## src/rtl/led_cfg_if.sv

```systemverilog
// Configuration write port for led_channel_ctrl: a single-cycle strobe
// carrying the target channel and its mode/half-period/duty fields.
interface led_cfg_if #(
  parameter int CH_W  = 2,
  parameter int PER_W = 12,
  parameter int PWM_W = 8
);
  logic             CFG_WE;
  logic [CH_W-1:0]  CFG_CH;
  logic [1:0]       CFG_MODE;
  logic [PER_W-1:0] CFG_HALF;
  logic [PWM_W-1:0] CFG_DUTY;

  modport master (output CFG_WE, CFG_CH, CFG_MODE, CFG_HALF, CFG_DUTY);
  modport slave  (input  CFG_WE, CFG_CH, CFG_MODE, CFG_HALF, CFG_DUTY);
endinterface

```

## src/rtl/led_channel_ctrl.sv

```systemverilog
// Multi-channel LED driver: shared tick prescaler and PWM counter feeding
// N_CH independent lanes, each OFF / ON / BLINK / PWM with a registered LED.
module led_lane #(
  parameter int PER_W = 12,
  parameter int PWM_W = 8
) (
  input  logic             clk,
  input  logic             rst,
  input  logic             we_i,
  input  logic [1:0]       mode_i,
  input  logic [PER_W-1:0] half_i,
  input  logic [PWM_W-1:0] duty_i,
  input  logic             tick_i,
  input  logic [PWM_W-1:0] pwm_cnt_i,
  output logic             led_o
);
  typedef enum logic [1:0] {M_OFF = 2'd0, M_ON = 2'd1, M_BLINK = 2'd2, M_PWM = 2'd3} mode_e;

  mode_e            mode_q, mode_d;
  logic [PER_W-1:0] half_q, half_d;
  logic [PWM_W-1:0] duty_q, duty_d;
  logic [PER_W-1:0] cnt_q, cnt_d;
  logic             phase_q, phase_d;
  logic             led_q, led_d;
  logic [PER_W-1:0] last_cnt;

  // half == 0 behaves as a one-tick half-period
  assign last_cnt = (half_q == '0) ? '0 : half_q - 1'b1;

  always_comb begin
    mode_d  = mode_q;
    half_d  = half_q;
    duty_d  = duty_q;
    cnt_d   = cnt_q;
    phase_d = phase_q;
    // A write on a tick edge wins: the tick is not applied to this lane
    if (we_i) begin
      mode_d  = mode_e'(mode_i);
      half_d  = half_i;
      duty_d  = duty_i;
      cnt_d   = '0;
      phase_d = 1'b1;
    end else if (tick_i && mode_q == M_BLINK) begin
      if (cnt_q == last_cnt) begin
        cnt_d   = '0;
        phase_d = ~phase_q;
      end else begin
        cnt_d   = cnt_q + 1'b1;
      end
    end
  end

  always_comb begin
    led_d = 1'b0;
    case (mode_q)
      M_OFF:   led_d = 1'b0;
      M_ON:    led_d = 1'b1;
      M_BLINK: led_d = phase_q;
      M_PWM:   led_d = (pwm_cnt_i < duty_q);
      default: led_d = 1'b0;
    endcase
  end

  always_ff @(posedge clk or posedge rst) begin
    if (rst) begin
      mode_q  <= M_OFF;
      half_q  <= '0;
      duty_q  <= '0;
      cnt_q   <= '0;
      phase_q <= 1'b0;
      led_q   <= 1'b0;
    end else begin
      mode_q  <= mode_d;
      half_q  <= half_d;
      duty_q  <= duty_d;
      cnt_q   <= cnt_d;
      phase_q <= phase_d;
      led_q   <= led_d;
    end
  end

  assign led_o = led_q;
endmodule

module led_channel_ctrl #(
  parameter int CLK_HZ  = 27_000_000,
  parameter int TICK_HZ = 1000,
  parameter int N_CH    = 4,
  parameter int PER_W   = 12,
  parameter int PWM_W   = 8,
  parameter int CH_W    = (N_CH > 1) ? $clog2(N_CH) : 1
) (
  input  logic            CLK,
  input  logic            RST,
  led_cfg_if.slave        cfg,
  output logic            TICK,
  output logic [N_CH-1:0] LED
);
  localparam int DIV  = CLK_HZ / TICK_HZ;
  localparam int PS_W = $clog2(DIV);
  localparam logic [PS_W-1:0] PS_LAST = PS_W'(DIV - 1);

  logic [PS_W-1:0]  ps_q, ps_d;
  logic             tick_q, tick_d;
  logic [PWM_W-1:0] pwm_q, pwm_d;
  logic [N_CH-1:0]  we_lane;

  always_comb begin
    ps_d   = (ps_q == PS_LAST) ? '0 : ps_q + 1'b1;
    // TICK is registered so it is high exactly while the prescaler sits at DIV-1
    tick_d = (ps_d == PS_LAST);
    pwm_d  = pwm_q + 1'b1;
  end

  always_ff @(posedge CLK or posedge RST) begin
    if (RST) begin
      ps_q   <= '0;
      tick_q <= 1'b0;
      pwm_q  <= '0;
    end else begin
      ps_q   <= ps_d;
      tick_q <= tick_d;
      pwm_q  <= pwm_d;
    end
  end

  assign TICK = tick_q;

  genvar i;
  generate
    for (i = 0; i < N_CH; i++) begin : g_lane
      // Out-of-range channel indices match no lane and are dropped
      assign we_lane[i] = cfg.CFG_WE && (cfg.CFG_CH == CH_W'(i));

      led_lane #(
        .PER_W (PER_W),
        .PWM_W (PWM_W)
      ) u_lane (
        .clk       (CLK),
        .rst       (RST),
        .we_i      (we_lane[i]),
        .mode_i    (cfg.CFG_MODE),
        .half_i    (cfg.CFG_HALF),
        .duty_i    (cfg.CFG_DUTY),
        .tick_i    (tick_q),
        .pwm_cnt_i (pwm_q),
        .led_o     (LED[i])
      );
    end
  endgenerate
endmodule

```

## src/flat_wrapper.sv

```systemverilog
// flat-port wrapper written by rule: the top's interface ports become plain ports
module led_channel_ctrl_flat 
#(
  parameter int CLK_HZ  = 27_000_000,
  parameter int TICK_HZ = 1000,
  parameter int N_CH    = 4,
  parameter int PER_W   = 12,
  parameter int PWM_W   = 8,
  parameter int CH_W    = (N_CH > 1) ? $clog2(N_CH) : 1
)
  (CLK, RST, TICK, LED, cfg_CFG_WE, cfg_CFG_CH, cfg_CFG_MODE, cfg_CFG_HALF, cfg_CFG_DUTY);
  led_cfg_if #(.CH_W(CH_W), .PER_W(PER_W), .PWM_W(PWM_W)) cfg_i ();
  input  logic CLK;
  input  logic RST;
  output logic TICK;
  output logic [N_CH-1:0] LED;
  input wire logic [$bits(cfg_i.CFG_WE)-1:0] cfg_CFG_WE;
  input wire logic [$bits(cfg_i.CFG_CH)-1:0] cfg_CFG_CH;
  input wire logic [$bits(cfg_i.CFG_MODE)-1:0] cfg_CFG_MODE;
  input wire logic [$bits(cfg_i.CFG_HALF)-1:0] cfg_CFG_HALF;
  input wire logic [$bits(cfg_i.CFG_DUTY)-1:0] cfg_CFG_DUTY;
  assign cfg_i.CFG_WE = cfg_CFG_WE;
  assign cfg_i.CFG_CH = cfg_CFG_CH;
  assign cfg_i.CFG_MODE = cfg_CFG_MODE;
  assign cfg_i.CFG_HALF = cfg_CFG_HALF;
  assign cfg_i.CFG_DUTY = cfg_CFG_DUTY;
  led_channel_ctrl #(.CLK_HZ(CLK_HZ), .TICK_HZ(TICK_HZ), .N_CH(N_CH), .PER_W(PER_W), .PWM_W(PWM_W), .CH_W(CH_W)) u_core (.CLK(CLK), .RST(RST), .cfg(cfg_i), .TICK(TICK), .LED(LED));
endmodule
```

## config.mk

```make
export PLATFORM = sky130hd
export DESIGN_NAME = led_channel_ctrl_flat
export DESIGN_NICKNAME = d
export VERILOG_FILES = /design/src/rtl/led_cfg_if.sv /design/src/rtl/led_channel_ctrl.sv /design/src/flat_wrapper.sv
export SDC_FILE = /design/constraint.sdc
export NUM_CORES = 1
export LEC_CHECK = 0
export CORE_ASPECT_RATIO = 1.2
export CORE_MARGIN = 5
export CORE_UTILIZATION = 40
export DETAILED_ROUTE_END_ITERATION = 7
export PLACE_DENSITY_LB_ADDON = 0.2
export SLEW_MARGIN = 10
export SYNTH_ARGS = -nofsm -noshare
export SYNTH_HDL_FRONTEND = slang
export SYNTH_SLANG_ARGS = --single-unit
```

## constraint.sdc

```tcl
create_clock -name CLK -period 7.51 [get_ports CLK]
set_input_delay 1.8775 -clock CLK [delete_from_list [all_inputs] [get_ports CLK]]
set_output_delay 1.8775 -clock CLK [all_outputs]
set_load 0.01 [all_outputs]
```

==> flow_summary.ini <==
[clock_tree]
cts_made_buffers = 17
post_cts_buffers = 0
path_clk_slew_ps = 70
htree_levels = 4
cts_resized = 0
clock_path_buffers = 2
cts_sinks = 168
clk_latency_ps = 440
root_buffer = clkbuf_16
holdBufCountCts = 0
cts_tree = yes

[placement]
gp_congestion = 0.851
portBuffers = 31
hpwlAfterDp_microns = 16700
placed_cells = 1396

[drt]
drc = 0
antenna_left = 0
dr.pass1.iters = 5
viasPerCell = 5.57
dr.first_iter.drc_count = 442
wl_per_cell_microns = 16.7
routed_wl_microns = 23800
num_vias = 7961

[sta]
slew_viol_final = 0
tns_ps = 0
whs_ps = 487
worst_pin_slew_ps = 995
finalHoldViolCount = 0
period_share = 0.493
timing.fmax_mhz = 270
min_period_ps = 3700
grt_setup_unrepaired = no
setup_violations = 0
relSlewSlack = 0.336
clock_skew_ps = 15.5

[finish]
nFillCells = 2464
syn_to_final_growth_pct = 10.7
drive_above_1_share = 0.113
nNetsFinal = 1155
post-route-util = 0.452
fin_cells = 1428
n_antenna_cell = 0

[logic_synthesis]
ys_seq_area_frac = 0.414
synth_top_cell_by_area = dfrtp_1
synth_top_area_share = 0.414
yosysWarnings = 0
synth_area_leaders = dfrtp_1 (41%), mux2_2 (6.3%), ha_1 (4.7%), nand2_1 (4.6%), xnor2_1 (3.3%)
synth_top_family_by_area = simple AND/OR/NAND/NOR gates
synthSimpleGateAreaFrac = 0.216
synth_cell_type_count = 86
synth.ff_latch_count = 168
synth.area.mux_share = 0.0731
syn_nets = 1157
syn-mean-instance-area_sq_um = 9.29
synthTopCellsByCount = dfrtp_1 (168), nand2_1 (125), nor2_1 (71)
synth_adder_area_share = 0.0469
synth-xor-area-share = 0.0578
synth_edf_count = 0
async_flop_share = 1.00
post-synth-top-count-cell = dfrtp_1
synth_flop_cell = dfrtp_1
synth_compound_area_frac = 0.140
postSynthCellCount = 1092
netlist_area_sq_um = 10100

[setup_path]
ff2ff_setup_slack_ps = 3970
r2r_end = u_core.g_lane[1].u_lane.cnt_q[9]
r2r-start = u_core.g_lane[1].u_lane.half_q[0]
cp-start-kind = input pin
cpMaxStageDelayCell = clkdlybuf4s50_1
path_cells = clkdlybuf4s50_1 -> nor2_2 -> buf_4 -> nor2_1 -> nand2_1 -> o311ai_0
path_class = in2reg
crit_required_ps = 7830
cp.arrival_ps = 4020
cp-end-kind = register
setup.worst_path.start = cfg_CFG_CH[1]
max_stage_delay_ps = 560
rr_worst_depth = 10
endpoint = u_core.g_lane[1].u_lane.cnt_q[9]
critPathMaxFanout = 37

[flow_run]
cap_violations = 0

[floorplan]
initial_core_util = 0.409
die_h_microns = 184
io_pins = 32
dieArea_sq_um = 28700
rows = 63
die_x_microns = 155
core-area_sq_um = 24800

[global_routing]
grt_antenna_before_repair = 0
grt_pass1_vias = 7665
grt_max_degree = 69
grt_pass1_wl_microns = 39900
grt_usage = 0.171
grt_overflow = 0

[power]
peakVddDrop_uv = 128
p_leak_nw = 4.76
p_per_area_nw_per_um2 = 218

[run_status]
status = finished clean

[min_path]
hold_path_class = reg2reg
-- kinds of logic after synthesis --
logic type	Yosys count
compound gates	207
flops	168
buf+inv	120
simple gates	425
mux	67
fa+ha+maj	38
xor+xnor	67
-- worst min-delay path by stage --
stage,from,cells after the start,end,slack (ps)
after floorplan,u_core.g_lane[1].u_lane.duty_q[0],2,u_core.g_lane[1].u_lane.duty_q[0],450
after global placement,u_core.g_lane[1].u_lane.duty_q[0],2,u_core.g_lane[1].u_lane.duty_q[0],470
after detailed placement,u_core.g_lane[1].u_lane.duty_q[0],2,u_core.g_lane[1].u_lane.duty_q[0],470
after CTS,u_core.g_lane[1].u_lane.duty_q[0],2,u_core.g_lane[1].u_lane.duty_q[0],490
after global routing,u_core.g_lane[3].u_lane.duty_q[6],1,u_core.g_lane[3].u_lane.duty_q[6],510
final,u_core.g_lane[1].u_lane.duty_q[0],2,u_core.g_lane[1].u_lane.duty_q[0],490
-- registers in the layout (all words and copies together) (netlist names) --
register and count:
u_core.TICK 1, u_core.g_lane.u_lane.mode_q 8, u_core.g_lane.u_lane.led_o 4, u_core.g_lane.u_lane.half_q 48, u_core.g_lane.u_lane.duty_q 32, u_core.pwm_q 8
u_core.g_lane.u_lane.phase_q 4, u_core.ps_q 15, u_core.g_lane.u_lane.cnt_q 48
-- stage by stage --
step / total power, mW / setup WS [ps] / cell area, sq um
floorplan: 1.45 / 1090 / 10100
global placement: 1.57 / 3420 / 10600
detailed placement: 1.58 / 3370 / 10600
CTS: 2.47 / 3820 / 11200
global route: 2.58 / 3520 / 11200
finish: 2.45 / 3810 / 11200
-- worst max-delay path, delay by kind of cell --
kind / cells / cell delay (ps)
compound gates: 1 / 410
buf+inv: 2 / 790
simple gates: 3 / 930
-- power breakdown --
| group | switching [mW] | internal (mW) | total [mW] | leakage [nW] |
|---|---|---|---|---|
| clock | 0.436 | 0.452 | 0.888 | 0.294 |
| combinational | 0.235 | 0.220 | 0.455 | 2.36 |
| sequential | 0.108 | 0.994 | 1.10 | 2.11 |
| total | 0.780 | 1.67 | 2.45 | 4.76 |
-- cells in the final DEF, fill, tap and decap left out, types with 31 or more instances in the layout --
master and instances:
inv_1 60, o21ai_0 56, xnor2_1 38, mux2_2 57, clkdlybuf4s50_1 31, nor2_1 70, ha_1 38, nand3_1 58
dfrtp_1 168, nand2_1 125
-- metal layers --
layer | global-route usage | wire length (microns) | vias up
met2 | 0.284 | 11300 | 136
met1 | 0.236 | 11300 | 3880
met3 | 0.0258 | 925 | 20
li1 | - | - | 3925
met4 | 0.0445 | 297 | 0
met5 | 0 | 0 | -
-- area by class of cell --
class | instances | area, sq um | area share
multi-input combinational | 804 | 5420 | 0.483
timing repair buffer | 38 | 363 | 0.0323
sequential | 168 | 4200 | 0.374
clock inverter | 15 | 174 | 0.0155
clock buffer | 17 | 425 | 0.0379
inverter | 61 | 234 | 0.0208
tap | 325 | 407 | 0.0362
No activity file was read; power rests on OpenSTA's default activity.
